===== src/rtl/pipelined_rca_adder.sv =====
// Pipelined ripple-carry adder/subtractor: WIDTH bits split into STAGES slices, carry registered
// between slices. Define PIPE_RCA_OVF_EN to add the registered signed-overflow output ovf.
module pipelined_rca_adder #(
  parameter int unsigned WIDTH  = 16,
  parameter int unsigned STAGES = 4
) (
  input  logic             clk,
  input  logic             rst_n,
  input  logic             en,
  input  logic             in_valid,
  input  logic [WIDTH-1:0] a,
  input  logic [WIDTH-1:0] b,
  input  logic             cin,
  input  logic             sub,
  output logic             out_valid,
  output logic [WIDTH-1:0] sum,
  output logic             cout
`ifdef PIPE_RCA_OVF_EN
  ,
  output logic             ovf
`endif
);

  localparam int unsigned SW = WIDTH / STAGES;

  if ((STAGES < 1) || (STAGES > WIDTH) || ((WIDTH % STAGES) != 0)) begin : g_param_check
    $error("pipelined_rca_adder: WIDTH must be a multiple of STAGES, 1 <= STAGES <= WIDTH");
  end

  logic [WIDTH-1:0] b_eff;
  logic             c_eff;

  assign b_eff = sub ? ~b : b;
  assign c_eff = sub ? 1'b1 : cin;

  for (genvar k = 0; k < STAGES; k++) begin : g_slice
    // Lo: result bits finished by earlier slices; Rem: operand bits not yet summed.
    localparam int unsigned Lo  = k * SW;
    localparam int unsigned Rem = WIDTH - Lo;

    logic [Rem-1:0]     a_in;
    logic [Rem-1:0]     b_in;
    logic               carry_in;
    logic               v_in;
    logic [SW:0]        s;
    logic [Lo+SW-1:0]   lo_next;

    assign s = {1'b0, a_in[SW-1:0]} + {1'b0, b_in[SW-1:0]} + {{SW{1'b0}}, carry_in};

    if (k == 0) begin : g_src
      assign a_in     = a;
      assign b_in     = b_eff;
      assign carry_in = c_eff;
      assign v_in     = in_valid;
      assign lo_next  = s[SW-1:0];
    end else begin : g_src
      assign a_in     = g_slice[k-1].g_reg.a_q;
      assign b_in     = g_slice[k-1].g_reg.b_q;
      assign carry_in = g_slice[k-1].g_reg.c_q;
      assign v_in     = g_slice[k-1].g_reg.v_q;
      assign lo_next  = {s[SW-1:0], g_slice[k-1].g_reg.lo_q};
    end

    if (k < STAGES - 1) begin : g_reg
      // Operand bits for the higher slices travel alongside the partial sum.
      logic [Rem-SW-1:0] a_q;
      logic [Rem-SW-1:0] b_q;
      logic [Lo+SW-1:0]  lo_q;
      logic              c_q;
      logic              v_q;

      always_ff @(posedge clk) begin
        if (!rst_n) begin
          a_q  <= '0;
          b_q  <= '0;
          lo_q <= '0;
          c_q  <= 1'b0;
          v_q  <= 1'b0;
        end else if (en) begin
          a_q  <= a_in[Rem-1:SW];
          b_q  <= b_in[Rem-1:SW];
          lo_q <= lo_next;
          c_q  <= s[SW];
          v_q  <= v_in;
        end
      end
    end else begin : g_out
`ifdef PIPE_RCA_OVF_EN
      // Carry into the MSB recovered from the MSB's own sum bit.
      logic c_msb;
      assign c_msb = s[SW-1] ^ a_in[SW-1] ^ b_in[SW-1];
`endif

      always_ff @(posedge clk) begin
        if (!rst_n) begin
          out_valid <= 1'b0;
          sum       <= '0;
          cout      <= 1'b0;
`ifdef PIPE_RCA_OVF_EN
          ovf       <= 1'b0;
`endif
        end else if (en) begin
          out_valid <= v_in;
          sum       <= lo_next;
          cout      <= s[SW];
`ifdef PIPE_RCA_OVF_EN
          ovf       <= c_msb ^ s[SW];
`endif
        end
      end
    end
  end

endmodule


===== config.mk =====
export PLATFORM = sky130hd
export DESIGN_NAME = pipelined_rca_adder
export DESIGN_NICKNAME = d
export VERILOG_FILES = /design/src/rtl/pipelined_rca_adder.sv
export SDC_FILE = /design/constraint.sdc
export NUM_CORES = 1
export LEC_CHECK = 0
export ABC_CLOCK_PERIOD_IN_PS = 2900
export BUFFER_PORTS_ARGS = -buffer_cell sky130_fd_sc_hd__buf_2
export CORE_UTILIZATION = 57
export CTS_CLUSTER_SIZE = 40
export DETAILED_ROUTE_END_ITERATION = 10
export GPL_ROUTABILITY_DRIVEN = 0
export HOLD_SLACK_MARGIN = 0.05
export PLACE_DENSITY = 0.76
export SYNTH_ARGS = -nofsm -noshare
export SYNTH_HDL_FRONTEND = slang
export SYNTH_SLANG_ARGS = --single-unit

===== constraint.sdc =====
create_clock -name clk -period 2.9 [get_ports clk]
set_clock_uncertainty 0.2 [all_clocks]
set_input_delay 0.58 -clock clk [delete_from_list [all_inputs] [get_ports clk]]
set_output_delay 0.58 -clock clk [all_outputs]
set_load 0.005 [all_outputs]

### Word-level counts from Yosys, hierarchy flattened

Cells that the tools add are included.

* output and inout port bits: 18
* register bits after elaboration: 96
* input port bits: 38

* bitwise gates (word level): 1
* mux-type cells: 2
* add/subtract/negate cells: 8

Operator list (number)
* $add A4 B4 Y5: 4
* $add A5 B1 Y5: 4
* $mux W16: 1
* $not A16 Y16: 1
* $mux W1: 1

### Depth between registers and ports, before layout

* depth in word-level cells: 4
* gate-level depth with buffers: 8
* mapped depth without buffers: 6

### Worst setup path after synthesis

Ideal clock, no wire load.

* path kind: input-to-reg
* start: in sub
* end: reg g_slice[0].g_reg.c_q
* arrival: 2347 ps
* stages on the path: 8
* library setup time: 121 ps
* slack: 232 ps
* path through: buf_4 -> buf_6 -> or2_2 -> fa_1 -> fa_1 -> a21o_1 -> a21oi_1 -> a21oi_1

* longest elaborated chain between the ends: 3
* elaborated cells on any way between the ends: 4
* those cells by class: 2 x add/sub; 2 x mux

RTL lines
* start, declared: line 14 `input logic sub,`
* $mux W16: line 33 `assign b_eff = sub ? ~b : b;`
* $add A4 B4 Y5: line 48 `assign s = {1'b0, a_in[SW-1:0]} + {1'b0, b_in[SW-1:0]} + {{SW{1'b0}}, carry_in};`
* $add A5 B1 Y5 (*): line 48
* end signal, assigned: line 83 `c_q <= s[SW];`
* end, declared: line 69 `logic c_q;`

Mark *: on every way between the ends. The rest lies on a longest branch, timed or not.
A chain may end at the register's enable or synchronous reset.

### Final worst setup path

Ends and elaborated chain as after synthesis.

==> out/results.txt <==
Worst path cell trace: buf_2 > or2_2 > fa_1 > fa_1 > a21o_1 > a21oi_1 > a21oi_1
TritonCTS clock tree: yes
Area grow syn2layout: 11.40%
Largest net degree at the start of global routing: 64
# diodes: 0
Drt pass-1 iters: 4
Synthesized instance count: 398
Vias in the first global route: 2,472
Hold buffers post-CTS: 0
CP peak stage delay: 0.42 ns
I/O Pins: 56
Via/cell ratio: 5.040
CP max stage cell: fa_1
Total CTS buffers: 9
Share of layout cells above drive strength 1: 0.1759
Flop and latch count out of synthesis: 96
Crit path DAT: 2.23 ns
Vias: 2,762
Crit-path max FO: 3
Post-Syn Nets: 456
Initial Util: 0.5901
Final number of max-transition violations: 0
VDD IR-drop max: 0.2690 mV
DR iter-0 viols: 78
Post-DP HPWL: 4741 um
Met2 Use GR: 0.2916
Clk_lat worst skew: 0.36 ns
Clock Tree Buf Depth: 2
Sw frac: 0.2642
HP Start: a[7]
Die height: 88.89 um
Psw: 0.0006734 W
Post-CTS setup buffer count: 0
Count leader, synth: dfxtp_1
Worst Path Required: 2.95 ns
RSZ-0062 raised after global routing: false
GRT met1 Usage: 0.2562
Pwr dens: 531.7 nW/um^2
Seq pwr share: 0.558
Setup TNS: 0 ns
Slew HR: 0.6437
Crit Reg-Reg Startpoint: g_slice[2].g_reg.a_q[0]
Status: finished, final reports clean
Post-synth EDFFs: 0
Residual DRC: 0
Ys Warns: 0
GRT Resource Usage Total: 0.1889
FP Rows: 31
H-tree levels: 3
Met3 usage: 0.03358
Final min period: 2.182 ns
Internal power component: 0.001875 W
Leak: 2.231 nW
Hold Crit Class: primary input to flip-flop
First-pass GRT wire length: 11,330 um
Commonest cells in the synthesized netlist: dfxtp_1 (96), nor2b_1 (73), mux2i_1 (71)
Clock transition at path regs: 0.10 ns
Average wire per standard cell: 12.40 um
Global routing's busiest layer: met2
Top-area cell type share of the netlist area: 0.4466
Initial antenna violation count: 0
Number of fill cells in the layout: 618
Endpoints failing hold: 0
CTS resizes: 0
Period utilisation layout: 0.7523
Part of the power in combinational logic: 0.121
Clock Sink Count: 96
Maxcap violations: 0
CTS root buf: clkbuf_8
Synthesized area per cell: 10.81 sq um
Core area: 7292 sq um
Dominant cell type by area after synthesis: dfxtp_1
Fmax: 0.4584 GHz
Worst setup path startpoint: sub
DRT antenna net count: 0
Die area: 7901 sq um
Final Power: 0.002549 W
Final wirelength: 6796 um
Fin nets: 502
Critical path class: primary input to flip-flop
Post-synth ARST share: 0
Gr ovfl total: 0
R2R setup slack: 0.94 ns
Startpoint types: primary input
Synth unique cells: 24
PortBufs: 55
Final setup viols: 0
Clock power frac: 0.321
Most area-consuming cells after synthesis: dfxtp_1 (45%), mux2i_1 (17%), nor2b_1 (11%)
Nature of the critical path endpoint: flip-flop
Die width: 88.89 um
Mapped cell area: 4303 sq um
Ys flop type: dfxtp_1
Sequential area share after synthesis: 0.4466
Worst Tran Pin Value: 0.5345 ns
area by class of cell:
cell class / count / area, sq um / share of cell area
multi-input cells: 265 / 2168 / 0.4524
repair buffers: 62 / 355.3 / 0.07413
inverters: 10 / 37.54 / 0.007831
well taps: 99 / 123.9 / 0.02584
flip-flops and latches: 96 / 1922 / 0.4009
clock inverters: 7 / 62.56 / 0.01305
clock buffers: 9 / 123.9 / 0.02584
sequential cells by signal, indices dropped and copies added, names as in the netlist:
| signal | flops |
|---|---|
| g_slice.g_reg.c_q | 3 |
| g_slice.g_reg.v_q | 3 |
| g_slice.g_reg.a_q | 24 |
| cout | 1 |
| sum | 16 |
| g_slice.g_reg.b_q | 24 |
| g_slice.g_reg.lo_q | 24 |
| out_valid | 1 |
worst max-delay path: cells and delay by family:
family	cells	cell delay (ns)
AOI/OAI and AO/OA	3	0.39
buffers and inverters	1	0.13
and+or+nand+nor	1	0.31
adders and majority gates	2	0.83
placed cells by master, fill, tap and decap left out, types with 2 or more instances in the layout:
cell type / instances
inv_6: 2
nand3_1: 11
a21oi_1: 8
mux2i_1: 71
and3_1: 4
nor2b_1: 73
clkinv_4: 3
inv_1: 10
nand3b_1: 9
buf_2: 54
nand2_1: 17
buf_12: 2
fa_1: 8
o211a_1: 17
xnor2_1: 16
a21o_1: 6
dfxtp_1: 96
ha_1: 12
buf_4: 6
clkbuf_8: 9
a31oi_1: 2
xor2_1: 4
o21ai_0: 6
cell families (layout without fill, tap and decap cells):
group	Yosys count	count (layout)	share of synthesized area
xor+xnor	20	20	0.04071
flops	96	96	0.4466
compound gates	39	39	0.06920
mux	71	71	0.1652
fa+ha+maj	20	20	0.07211
simple gates	115	115	0.1567
buf+inv	37	88	0.04943
power by group through the flow:
stage | clock, W | sequential, W | combinational [W]
floorplan | 0 | 0.00144 | 0.000246
global placement | 0 | 0.00145 | 0.000302
detailed placement | 0 | 0.00145 | 0.000311
CTS | 0.000841 | 0.00142 | 0.000312
global route | 0.000898 | 0.00143 | 0.000347
finish | 0.000817 | 0.00142 | 0.000308
worst paths after layout:
check                                                to  cells after the start
worst max-delay path               g_slice[0].g_reg.c_q                      7
worst min-delay path            g_slice[0].g_reg.a_q[3]                      3
worst min register to register  g_slice[0].g_reg.b_q[0]                      1
worst max register to register                     cout                      5
per-layer routing:
layer,wire length (um),up-vias
li1,-,1439
met1,3464,1256
met2,3007,55
met3,207,12
met4,117,0
met5,0,-
per-stage QoR:
stage / util / hold WS [ns] / cells / setup slack (ns) / instance area [sq um]
4_1_cts: 0.6573 / 0.2593 / 548 / 0.7381 / 4793
3_5_place_dp: 0.6318 / 0.2673 / 532 / 0.3363 / 4607
2_1_floorplan: - / 0.2537 / 398 / 0.2317 / 4303
5_1_grt: 0.6573 / 0.2892 / 548 / 0.6606 / 4793
3_3_place_gp: 0.6318 / 0.2587 / 532 / 0.3686 / 4607
6_report: 0.6573 / 0.2765 / 548 / 0.7184 / 4793
Power figures use the tool's default switching activity.
